<file path="config.mk">
export PLATFORM = sky130hd
export DESIGN_NAME = phase_time_config
export DESIGN_NICKNAME = d
export VERILOG_FILES = /design/src/rtl/phase_time_config.sv
export SDC_FILE = /design/constraint.sdc
export NUM_CORES = 1
export LEC_CHECK = 0
export ABC_AREA = 1
export ABC_CLOCK_PERIOD_IN_PS = 3400
export CORE_MARGIN = 2
export CORE_UTILIZATION = 45
export DETAILED_ROUTE_END_ITERATION = 12
export RECOVER_POWER = 100
export SYNTH_ARGS = -nofsm -noshare
export SYNTH_HDL_FRONTEND = slang
export SYNTH_SLANG_ARGS = --single-unit
</file>
<file path="constraint.sdc">
create_clock -name clk -period 3.4 [get_ports clk]
set_clock_uncertainty 0.15 [all_clocks]
set_input_delay 0.68 -clock clk [delete_from_list [all_inputs] [get_ports clk]]
set_output_delay 0.68 -clock clk [all_outputs]
set_load 0.01 [all_outputs]
</file>
<file path="src/rtl/phase_time_config.sv">
// Phase-time configuration: debounces the start button, times the hold in whole
// seconds and commits the result into the t1/t2/t3 register picked by sw.
module phase_time_config #(
    parameter int unsigned TICK_DIV     = 125000000,
    parameter int unsigned DEBOUNCE_CYC = 1250000,
    parameter logic [3:0]  T1_RST       = 4'd1,
    parameter logic [3:0]  T2_RST       = 4'd5,
    parameter logic [3:0]  T3_RST       = 4'd1
) (
    input  logic       clk,
    input  logic       rst,
    input  logic [1:0] sw,
    input  logic       start,
    output logic [3:0] t1,
    output logic [3:0] t2,
    output logic [3:0] t3,
    output logic [3:0] led,
    output logic       cfg_upd,
    output logic       busy
);
    localparam int unsigned PW = (TICK_DIV > 1) ? $clog2(TICK_DIV) : 1;
    localparam int unsigned DW = (DEBOUNCE_CYC > 1) ? $clog2(DEBOUNCE_CYC + 1) : 1;

    typedef enum logic [1:0] {IDLE, MEASURE, COMMIT} state_t;

    logic [1:0]    sync_q;
    logic          btn_db_q;
    logic [DW-1:0] db_cnt_q;
    logic          rise_q;
    logic          fall_q;

    state_t        state_q;
    logic [1:0]    sel_q;
    logic [PW-1:0] presc_q;
    logic [3:0]    timer_q;
    logic [3:0]    timer_d;
    logic [3:0]    commit_val_d;
    logic          tick_c;
    logic [3:0]    t1_q, t2_q, t3_q, led_q;
    logic          cfg_upd_q, busy_q;

    assign t1      = t1_q;
    assign t2      = t2_q;
    assign t3      = t3_q;
    assign led     = led_q;
    assign cfg_upd = cfg_upd_q;
    assign busy    = busy_q;

    // Synchronizer and debouncer; edge pulses fire on the cycle after btn_db changes.
    always_ff @(posedge clk or negedge rst) begin
        if (!rst) begin
            sync_q   <= 2'b00;
            btn_db_q <= 1'b0;
            db_cnt_q <= '0;
            rise_q   <= 1'b0;
            fall_q   <= 1'b0;
        end else begin
            sync_q <= {sync_q[0], start};
            rise_q <= 1'b0;
            fall_q <= 1'b0;
            if (sync_q[1] != btn_db_q) begin
                if (db_cnt_q == DW'(DEBOUNCE_CYC - 1)) begin
                    btn_db_q <= sync_q[1];
                    db_cnt_q <= '0;
                    rise_q   <= sync_q[1];
                    fall_q   <= ~sync_q[1];
                end else begin
                    db_cnt_q <= db_cnt_q + DW'(1);
                end
            end else begin
                db_cnt_q <= '0;
            end
        end
    end

    always_comb begin
        tick_c       = (presc_q == PW'(TICK_DIV - 1));
        timer_d      = (timer_q == 4'd15) ? timer_q : timer_q + 4'd1;
        commit_val_d = (timer_q == 4'd0) ? 4'd1 : timer_q;
    end

    // Measurement FSM; a zero-second hold commits as 1 s.
    always_ff @(posedge clk or negedge rst) begin
        if (!rst) begin
            state_q   <= IDLE;
            sel_q     <= 2'b00;
            presc_q   <= '0;
            timer_q   <= 4'd0;
            t1_q      <= T1_RST;
            t2_q      <= T2_RST;
            t3_q      <= T3_RST;
            led_q     <= 4'd0;
            cfg_upd_q <= 1'b0;
            busy_q    <= 1'b0;
        end else begin
            cfg_upd_q <= 1'b0;
            led_q     <= (state_q == MEASURE) ? timer_q : 4'd0;
            case (state_q)
                IDLE: begin
                    busy_q <= 1'b0;
                    if (rise_q && (sw != 2'b00)) begin
                        sel_q   <= sw;
                        timer_q <= 4'd0;
                        presc_q <= '0;
                        busy_q  <= 1'b1;
                        state_q <= MEASURE;
                    end
                end
                MEASURE: begin
                    if (tick_c) begin
                        presc_q <= '0;
                        timer_q <= timer_d;
                    end else begin
                        presc_q <= presc_q + PW'(1);
                    end
                    if (fall_q) begin
                        state_q <= COMMIT;
                    end
                end
                COMMIT: begin
                    case (sel_q)
                        2'b01:   t1_q <= commit_val_d;
                        2'b10:   t2_q <= commit_val_d;
                        2'b11:   t3_q <= commit_val_d;
                        default: ;
                    endcase
                    cfg_upd_q <= 1'b1;
                    busy_q    <= 1'b0;
                    state_q   <= IDLE;
                end
                default: state_q <= IDLE;
            endcase
        end
    end
endmodule

</file>
Yosys cells after proc, flatten, opt, wreduce, memory -nomap -nowiden

Cells that the tools add are included.

Register bits after elaboration: 79
Input bits: 5
Word-level logic and storage cells: 67

Add/subtract/negate cells: 3
Equal/unequal tests: 13
Mux-type cells: 21
Bitwise gates (word level): 1
Reduce and logical (&&, ||, !) cells: 14

Operators by type and width:

| cell                                          | number |
|---|---|
| two-way mux 27 bit                            | 2 |
| case mux 27 bit (2 select lines)              | 1 |
| two-way mux 21 bit                            | 2 |
| adder 27 x 1 -> 27 bit, second input constant | 1 |
| == test 27 bit, second input constant         | 1 |
| adder 21 x 1 -> 21 bit, second input constant | 1 |
| == test 21 bit, second input constant         | 1 |
| two-way mux 4 bit                             | 5 |
| AND reduction 2 bit                           | 7 |
| != test 2 bit, second input constant          | 4 |
| case mux 4 bit (2 select lines)               | 1 |
| == test 2 bit, second input constant          | 3 |
| two-way mux 1 bit                             | 6 |
| nonzero test 2 bit                            | 3 |
| adder 4 x 1 -> 4 bit, second input constant   | 1 |
| == test 2 x 1 -> 1 bit, second input constant | 2 |
| == test 4 bit, second input constant          | 1 |
| zero test 4 bit                               | 1 |
| two-way mux 2 bit                             | 2 |
| case mux 2 bit (2 select lines)               | 1 |
| AND reduction 4 bit                           | 1 |
| zero test 2 bit                               | 1 |
| case mux 1 bit (2 select lines)               | 1 |
| logical AND 1 bit                             | 1 |
| 2 further kinds                               | 2 |

Longest topological paths before layout

Depth in word-level cells: 4
Mapped depth: 10
Mapped depth without buffers: 10

Least setup slack after synthesis

No wires, ideal clock.

Path type: in2reg
Start point: in sw[1]
End point: reg presc_q[18]
Library setup time: 0.065 ns
Arrival: 1.522 ns
Required time: 3.185 ns
Setup slack: 1.664 ns
Cell stages on the path: 7
Cells stage by stage: or2_0 -> nand3_1 -> nand2_2 -> inv_2 -> buf_2 -> nand2_1 -> nand2_1

Word-level cells in the longest chain between the ends: 4

RTL lines:

| item                          | line | source |
|---|---|---|
| from (decl)                   | 12   | `input logic [1:0] sw,` |
| nonzero test 2 bit            | 101  | `if (rise_q && (sw != 2'b00)) begin` |
| logical AND 1 bit             | 101  |  |
| != test 2 bit (no line)       | n/a  |  |
| AND reduction 2 bit (no line) | n/a  |  |
| to (signal assigned)          | 114  | `presc_q <= presc_q + PW'(1);` |
| to (decl)                     | 34   | `logic [PW-1:0] presc_q;` |

No other way between the ends.
A chain may end at the register's enable or synchronous reset.

Worst setup path after layout

Start point: in sw[0]
End point: reg presc_q[2]

The elaborated chain is that of the path after synthesis.

==> out/metrics.yaml <==
yosys.area.top_type: "sky130_fd_sc_hd__dfrtp_1"
fillerInstances: 923
finalCriticalPeriod_ns: 2.61
cp_arrival_ns: 2.70
avgSynthCellArea_um2: 7.57
antenna_violating_nets_post_route: 0
timing.setup.critical_path_class: "input pin to register"
grt_first_pass_wirelength_mm: 15.5
hold_path.startpoint: "sync_q[0]"
core_mm2: 0.00911
timing_hold_violations_final: 0
detailedRoute.firstPassIterationCount: 5
syn_area_mm2: 0.00417
antenna_violations_before_repair: 0
finalSetupTns_ns: 0
slowest_delay_ns: 0.53
dp.final_hpwl_mm: 6.22
cts_tree: "yes"
worst_setup_path_end_kind: "register"
rsz_0062_raised_after_global_routing: "no"
final_routed_drc_violation_total: 0
synth_sequential_area_ratio: 0.475
synthToLayoutAreaGrowth_pct: 12.4
synth_edf_count: 0
synth_async_sr_flop_share: 1.00
grt_pass1_vias: 3313
io_buffers: 22
numCtsBuffers: 9
timing.final.max_slew_violations: 80
post_synth_main_area_contributors: "sky130_fd_sc_hd__dfrtp_1 (45%), sky130_fd_sc_hd__nand2_1 (13%), sky130_fd_sc_hd__nor2_1 (8.2%), sky130_fd_sc_hd__inv_1 (6.2%), sky130_fd_sc_hd__nand3_1 (4.6%)"
initial_core_util: 0.458
power.density_cell_area_mw_per_mm2: 365
grt_max_degree: 80
fp-row-count: 35
maxCapViolations: 1
number_of_nets_at_the_end_of_the_flow: 588
synth-seq-cells: 79
globalRoute.totalOverflow: 0
synthesis.nets: 560
count_of_unique_library_cells_instantiated_by_yosys: 31
report.final.setup_viol: 0
power_mw: 1.71
cts.hold.buffers_added: 0
detail_route.iter0.violations: 173
worst_hold_class: "register to register"
die_outline_area_mm2: 0.0101
crit_path_max_fanout: 18
routed_wirelength_mm: 8.67
worst_ep_required_time_ns: 3.49
dr_total_vias: 3501
htree_num_levels: 3
post_route_worst_setup_slack_ns: 0.791
clock_sinks: 79
pre_cts_slack_ns: 0.891
clk-insertion-delay-late_ns: 0.35
leakagePower_nw: 2.13
status: "complete, but fails checks"
cp_max_stage_cell: "sky130_fd_sc_hd__dlygate4sd3_1"
synth_most_common_cell: "sky130_fd_sc_hd__nand2_1"
boundary_pins: 23
clock-root-buffer: "sky130_fd_sc_hd__clkbuf_8"
tightest_slew_ns: 1.93
yosys-top-cells-count: "sky130_fd_sc_hd__nand2_1 (146), sky130_fd_sc_hd__nor2_1 (91), sky130_fd_sc_hd__dfrtp_1 (75)"
number_of_inserted_diodes: 0
cts.clk_slew.worst_paths_ns: 0.09
die_y_um: 100
post-route-period-util: 0.767
final_cell_area_mm2: 0.00469
failed_checks: "capacitance limit, slew limit"
post-cts-setup-buffers: 0
layout-drive-gt1-share: 0.0668
cts-root-to-sink-buffers: 2
ir_worst_vdd_v: 0.000198
timing.max_slew.rel_slack: -0.289
startpoint_types: "input pin"
synth_ff_type: "sky130_fd_sc_hd__dfrtp_1"
max_clock_freq_mhz: 383
post_drt_wl_per_cell_um: 12.5
synthesis.yosys.warnings: 0
placed_area_mm2: 0.00450
aggregate_global_route_resource_usage: 0.194
gp_routability_congestion: 0.883
post_synth_inst_count: 551
cp_cell_instances: "dlygate4sd3_1, or2_0, nand3_1, nand2_1, inv_1, a32o_1"
worstSetupStartpoint: "sw[0]"
chipWidth_um: 100
synth_largest_type_area_fraction: 0.450
cts_resized: 0
worstReg2RegStart: "state_q[0]"
vias_per_cell: 5.04
[state kept, by name, indices dropped and copies added, names as in the netlist]
signal    flops
db_cnt_q     21
btn_db_q      1
busy          1
t3            4
t2            4
timer_q       4
cfg_upd       1
led           4
t1            4
state_q       2
fall_q        1
sync_q        2
sel_q         2
rise_q        1
presc_q      27
[worst max-delay path: cells and delay by family]
family	cells	cell delay, ns
buf+inv	2	0.99
simple gates	3	0.69
compound gates	1	0.32
[per-layer routing]
| metal | GRT usage | part of all wire | vias to the layer above |
|---|---|---|---|
| met5 | 0 | 0 | - |
| met1 | 0.282 | 0.51 | 1622 |
| li1 | - | - | 1804 |
| met4 | 0.0548 | 0.012 | 0 |
| met2 | 0.292 | 0.44 | 65 |
| met3 | 0.0418 | 0.038 | 10 |
[cell families after synthesis]
family	count (synthesis)	synth area share
AND/OR/NAND/NOR	332	0.349
adder cells (fa/ha/maj)	4	0.0120
buffers and inverters	77	0.0726
flip-flops	79	0.475
XOR/XNOR	16	0.0336
AO/OA/AOI/OAI	43	0.0579
[power breakdown]
group | switching [mW] | internal (mW) | total (mW)
sequential | 0.00339 | 0.943 | 0.946
combinational | 0.0265 | 0.00678 | 0.0333
clock | 0.383 | 0.350 | 0.732
[path summary, 6_finish.rpt]
kind                       slack, ns  depth (start not counted)          end
max in group asynchronous       1.26                          1  presc_q[14]
min                             0.21                          0    sync_q[1]
max                             0.79                          6   presc_q[2]
min reg2reg                     0.21                          0    sync_q[1]
max reg2reg                     0.98                          4   presc_q[2]
min in group asynchronous       0.71                          1        t3[3]
[placed cells by master, fill, tap and decap left out, types with 2 or more instances in the layout]
master / synthesis / final
sky130_fd_sc_hd__xor2_1: 16 / 16
sky130_fd_sc_hd__ha_1: 4 / 4
sky130_fd_sc_hd__a21oi_1: 12 / 12
sky130_fd_sc_hd__nand3_1: 38 / 38
sky130_fd_sc_hd__nand2_1: 146 / 147
sky130_fd_sc_hd__inv_6: 0 / 2
sky130_fd_sc_hd__nand4_1: 14 / 14
sky130_fd_sc_hd__o21ai_0: 18 / 18
sky130_fd_sc_hd__nor2_4: 5 / 5
sky130_fd_sc_hd__dfstp_2: 4 / 4
sky130_fd_sc_hd__dfrtp_1: 75 / 75
sky130_fd_sc_hd__inv_1: 69 / 71
sky130_fd_sc_hd__nor3_1: 17 / 17
sky130_fd_sc_hd__nor3b_1: 2 / 2
sky130_fd_sc_hd__nand3b_1: 3 / 3
sky130_fd_sc_hd__dlygate4sd3_1: 0 / 20
sky130_fd_sc_hd__nor2_1: 91 / 93
sky130_fd_sc_hd__clkbuf_8: 0 / 9
sky130_fd_sc_hd__nand2_2: 7 / 6
sky130_fd_sc_hd__a31oi_1: 4 / 4
sky130_fd_sc_hd__o22ai_1: 6 / 6
sky130_fd_sc_hd__nor2_2: 4 / 2
[cell type report]
| cell class | count | area, um2 | share of cell area |
|---|---|---|---|
| sequential | 79 | 1980 | 0.423 |
| multi-input combinational | 395 | 1880 | 0.401 |
| inverter | 72 | 270 | 0.0576 |
| timing repair buffer | 22 | 215 | 0.0459 |
| tap | 111 | 139 | 0.0296 |
| clock buffer | 9 | 124 | 0.0264 |
| clock inverter | 7 | 80.1 | 0.0171 |
[through the flow]
stage	instances	hold slack (ns)	util
final	695	0.209	0.515
after CTS	695	0.214	0.516
after global placement	679	0.190	0.494
after floorplan	551	0.181	-
after detailed placement	679	0.190	0.494
after global routing	695	0.239	0.515
(Power assumes the default switching activity.)
